[src/rtl/inst_sram_axi_rd.sv]
// rtl/inst_sram_axi_rd.sv - instruction SRAM-like fetch port to AXI read bridge
//
// Purpose: converts pre-IF SRAM-style fetch requests (req/addr_ok/data_ok) into
// single-beat AXI reads, keeping up to MAX_OUTSTANDING reads in flight and
// silently dropping responses to fetches that a pipeline flush has cancelled.
//
// Ports:
//   clk, rst                    clock, asynchronous active-high reset
//   inst_sram_req_i/addr_i      fetch request and physical address
//   inst_sram_addr_ok_o         request accepted this cycle (combinational)
//   inst_sram_data_ok_o/rdata_o registered one-cycle data return
//   cancel_i                    flush: discard every outstanding fetch
//   ar*_o / arready_i           AXI read address channel (single beat, INCR, 4 bytes)
//   r*_i / rready_o             AXI read data channel (rid/rresp unused)

module inst_sram_axi_rd #(
   parameter logic [3:0]  AXI_ID          = 4'd0,
   parameter int unsigned MAX_OUTSTANDING = 2
) (
   input  logic        clk,
   input  logic        rst,
   input  logic        inst_sram_req_i,
   input  logic [31:0] inst_sram_addr_i,
   output logic        inst_sram_addr_ok_o,
   output logic        inst_sram_data_ok_o,
   output logic [31:0] inst_sram_rdata_o,
   input  logic        cancel_i,
   output logic [3:0]  arid_o,
   output logic [31:0] araddr_o,
   output logic [7:0]  arlen_o,
   output logic [2:0]  arsize_o,
   output logic [1:0]  arburst_o,
   output logic        arvalid_o,
   input  logic        arready_i,
   input  logic [3:0]  rid_i,
   input  logic [31:0] rdata_i,
   input  logic [1:0]  rresp_i,
   input  logic        rlast_i,
   input  logic        rvalid_i,
   output logic        rready_o
);

   localparam logic [1:0] MAX_CNT = 2'(MAX_OUTSTANDING);

   typedef enum logic {
      AR_IDLE,
      AR_BUSY
   } ar_state_e;

   ar_state_e   state_q, state_d;
   logic [1:0]  out_cnt_q, out_cnt_d;
   logic [1:0]  disc_cnt_q, disc_cnt_d;
   logic [31:0] araddr_q, araddr_d;
   logic [31:0] rdata_q, rdata_d;
   logic        data_ok_q, data_ok_d;
   logic        addr_hs;
   logic        r_hs;

   // Response ID and status carry no information for in-order single-beat fetches.
   logic unused_r_fields;
   assign unused_r_fields = ^{rid_i, rresp_i};

   assign inst_sram_addr_ok_o = inst_sram_req_i && (state_q == AR_IDLE) &&
                                (out_cnt_q < MAX_CNT) && !cancel_i;
   assign addr_hs   = inst_sram_addr_ok_o;
   assign rready_o  = (out_cnt_q != 2'd0);
   assign r_hs      = rvalid_i && rready_o && rlast_i;

   assign arid_o    = AXI_ID;
   assign arlen_o   = 8'd0;
   assign arsize_o  = 3'd2;
   assign arburst_o = 2'b01;
   assign arvalid_o = (state_q == AR_BUSY);
   assign araddr_o  = araddr_q;

   assign inst_sram_data_ok_o = data_ok_q;
   assign inst_sram_rdata_o   = rdata_q;

   // AR channel: one address in flight; cancel does not retract an issued arvalid.
   always_comb begin
      state_d  = state_q;
      araddr_d = araddr_q;
      case (state_q)
         AR_IDLE: begin
            if (addr_hs) begin
               state_d  = AR_BUSY;
               araddr_d = inst_sram_addr_i;
            end
         end
         AR_BUSY: begin
            if (arready_i) begin
               state_d = AR_IDLE;
            end
         end
         default: state_d = AR_IDLE;
      endcase
   end

   // Outstanding / discard bookkeeping and registered response path.
   always_comb begin
      out_cnt_d  = out_cnt_q;
      disc_cnt_d = disc_cnt_q;
      data_ok_d  = 1'b0;
      rdata_d    = rdata_q;

      if (addr_hs && !r_hs) begin
         out_cnt_d = out_cnt_q + 2'd1;
      end else if (!addr_hs && r_hs) begin
         out_cnt_d = out_cnt_q - 2'd1;
      end

      if (cancel_i) begin
         // Everything still owed gets dropped; a beat consumed this very cycle
         // is already gone, so it is not counted again.
         disc_cnt_d = r_hs ? (out_cnt_q - 2'd1) : out_cnt_q;
      end else if (r_hs) begin
         if (disc_cnt_q != 2'd0) begin
            disc_cnt_d = disc_cnt_q - 2'd1;
         end else begin
            data_ok_d = 1'b1;
            rdata_d   = rdata_i;
         end
      end
   end

   always_ff @(posedge clk or posedge rst) begin
      if (rst) begin
         state_q    <= AR_IDLE;
         out_cnt_q  <= 2'd0;
         disc_cnt_q <= 2'd0;
         araddr_q   <= 32'd0;
         rdata_q    <= 32'd0;
         data_ok_q  <= 1'b0;
      end else begin
         state_q    <= state_d;
         out_cnt_q  <= out_cnt_d;
         disc_cnt_q <= disc_cnt_d;
         araddr_q   <= araddr_d;
         rdata_q    <= rdata_d;
         data_ok_q  <= data_ok_d;
      end
   end

endmodule

[config.mk]
export PLATFORM = sky130hd
export DESIGN_NAME = inst_sram_axi_rd
export DESIGN_NICKNAME = d
export VERILOG_FILES = /design/src/rtl/inst_sram_axi_rd.sv
export SDC_FILE = /design/constraint.sdc
export NUM_CORES = 1
export LEC_CHECK = 0
export CAP_MARGIN = 20
export CORE_ASPECT_RATIO = 2
export CORE_MARGIN = 4
export CORE_UTILIZATION = 42
export DETAILED_ROUTE_END_ITERATION = 16
export PLACE_DENSITY = 0.86
export SETUP_SLACK_MARGIN = 0.05
export SKIP_CTS_REPAIR_TIMING = 1
export SYNTH_ARGS = -nofsm -noshare
export SYNTH_HDL_FRONTEND = slang
export SYNTH_SLANG_ARGS = --single-unit
[constraint.sdc]
create_clock -name clk -period 7.5 [get_ports clk]
set_input_delay 1.875 -clock clk [delete_from_list [all_inputs] [get_ports clk]]
set_output_delay 1.875 -clock clk [all_outputs]
set_load 0.1 [all_outputs]
==> results_dict.tcl <==
set metrics [dict create \
    outcome "complete, no violations" \
    crit_path_frequent_cell "clkdlybuf4s50_1" \
    unrepaired_setup_endpoints_after_global_routing "no" \
    relSlewSlack_pct 31.0 \
    synth_sequential_area_ratio_pct 60.0 \
    top_post_synthesis_cells_by_count "70 x dfrtp_1, 61 x mux2_2, 17 x buf_4" \
    postSynth.asyncResetShare_pct 100 \
    hold-worst-slack_ns 0.469 \
    transition_time_at_the_pin_with_the_least_slew_margin_ns 1.03 \
    floorplan.io_pins 162 \
    rr_worst_depth 6 \
    worst_path_max_delay_cell "clkdlybuf4s50_1" \
    numClockSinks 70 \
    count_of_flip_flops_with_a_built_in_enable_after_synthesis 0 \
    arrival_ns 3.99 \
    synth.top_cells.by_area "dfrtp_1 60%, mux2_2 24%, buf_4 4.4%" \
    yosysTopAreaCell "dfrtp_1" \
    setup_tns_ns 0 \
    max_stage_delay_ns 1.19 \
    drc 0 \
    clock_tree.buffer_depth 2 \
    worst_r2r_startpoint "out_cnt_q[1]" \
    fillCellCount 491 \
    detailedPlacementHpwl_um 5600 \
    finalCoreUtilization_pct 68.0 \
    layout-area-overhead-vs-synth_pct 55.5 \
    hold-path-cell-count 1 \
    worst_case_register_to_register_setup_slack_ns 5.09 \
    final.setup_skew_ns 0.00582 \
    maxCapViolations 0 \
    total_clock_buffers_created_by_cts 9 \
    critPathLaunchType "input port" \
    via_count_of_the_first_global_routing_pass 2198 \
    pre_cts_ws_ns 1.63 \
    number_of_distinct_library_cells_after_synthesis 18 \
    maximum_clock_frequency_mhz 171 \
    fp-row-count 42 \
    post-route-min-period_ns 5.86 \
    grt_first_pass_wirelength_um 11300 \
    worst_hold_path.endpoint "out_cnt_q[0]" \
    crit_required_ns 5.62 \
    io_buffers 138 \
    drt_wl_total_um 7330 \
    setup_ws_ns 1.64 \
    nNetsFinal 408 \
    globalRoute.totalOverflow 0 \
    finalHoldViolCount 0 \
    ys.warnings.count 0 \
    wire_per_inst_um 17.5 \
    area_of_the_core_sq_um 6670 \
    layout-drive-gt1-share_pct 24.5 \
    critical_path.reg2reg.endpoint "inst_sram_rdata_o[12]" \
    critPathMaxFanout 4 \
    clkTransAtPathRegs_ns 0.05 \
    drt_first_pass_iters 4 \
    pins_over_slew_limit 0 \
    post_synthesis_instance_total 185 \
    count_of_vias_placed_by_the_detailed_router 1956 \
    post_drt_via_cell_ratio 4.67 \
    ant_nets 0 \
    finish_stage_setup_viols 0 \
    cts_root_buf "clkbuf_16" \
    ctsHtreeMaxLevel 3 \
    antenna_found_initial 0 \
    hold_path_startpoint "out_cnt_q[0]" \
    crit_chain "clkdlybuf4s50_1 -> nor4b_4 -> clkdlybuf4s50_1" \
    antenna-diode-count 0 \
    final.period_utilization_pct 78.2 \
    largest_net_degree_at_the_start_of_global_routing 71 \
    synth_flop_cell "dfrtp_1" \
    clock_latency_ns 0.32 \
    die_height_um 126 \
    clock_tree_from_tritoncts "yes" \
    crit_path_end_kind "primary output" \
    detailedRoute.firstIterationViolations 58 \
    synth.most_common_cell "dfrtp_1" \
    ys_ff_latch 70 \
    worstHoldPathType "reg2reg" \
    die_w_um 67.0 \
    placer_s_final_routability_congestion_estimate 0.724 \
    floorplan.initialDensity_pct 43.7 \
    area_share_of_the_largest_cell_type_after_synthesis_pct 60.0 \
    post_synth_instance_area_sq_um 2920 \
    globalRouteTotalUtil_pct 18.5 \
    crit_type "in2out" \
    floorplan.die_area_sq_um 8430 \
    postSynthAreaPerCell_sq_um 15.8 \
]
==> worst max-delay path by stage <==
stage / from / to / depth (start not counted)
2_1_floorplan: cancel_i / inst_sram_addr_ok_o / 3
3_3_place_gp: cancel_i / inst_sram_addr_ok_o / 3
3_5_place_dp: cancel_i / inst_sram_addr_ok_o / 3
4_1_cts: cancel_i / inst_sram_addr_ok_o / 3
5_1_grt: cancel_i / inst_sram_addr_ok_o / 3
6_report: cancel_i / inst_sram_addr_ok_o / 3
==> cell families after synthesis <==
logic type	synth area share (%)
xor+xnor	1.20
mux	26.1
fa+ha+maj	1.29
simple gates	2.70
buf+inv	7.97
compound gates	0.429
flops	60.0
other cells	0.257
==> final cells by class <==
type / instances / area (sq um) / share of cell area [%]
Clock inverter: 2 / 10.0 / 0.221
Inverter: 7 / 26.3 / 0.579
Multi-Input combinational cell: 99 / 991 / 21.8
Timing Repair Buffer: 141 / 1400 / 30.9
Clock buffer: 12 / 246 / 5.43
Tap cell: 88 / 110 / 2.43
Sequential cell: 70 / 1750 / 38.6
==> placed cells by master (no fill, tap or decap), drive strengths merged <==
cell type      instances
clkbuf                12
nand3b                 1
clkdlybuf4s50        138
and4bb                 1
ha                     3
inv                    7
conb                  17
dfrtp                 70
nor3b                  1
o21ai                  1
buf                    3
clkinv                 2
xor2                   1
nand2                  1
xnor2                  3
mux2i                  2
a21o                   1
mux2                  66
nor4b                  1
==> routing by layer <==
metal  global-route usage [%]  part of all wire [%]  wire length (um)
met4                     11.7                   4.5               331
met1                     15.5                    29              2120
met2                     35.5                    59              4340
met5                        0                     0                 0
met3                     4.72                   7.4               542
==> metrics by stage <==
step           instance area [sq um]  cells
6_report                        4540    419
5_1_grt                         4540    419
4_1_cts                         4540    419
3_5_place_dp                    4280    405
3_3_place_gp                    4280    405
2_1_floorplan                   2980    200
==> critical path, delay by kind of cell <==
| kind | cells | cell delay, ns |
|---|---|---|
| buffers and inverters | 2 | 1.76 |
| AND/OR/NAND/NOR | 1 | 0.35 |
==> state kept, by name, summed over array words and instances (netlist names) <==
name	flops
araddr_o	32
arvalid_o	1
disc_cnt_q	2
inst_sram_data_ok_o	1
inst_sram_rdata_o	32
out_cnt_q	2
Power is left out: the tool's default activity adds up to more than one toggle a clock period on the data nets, which glitch-free logic cannot reach.
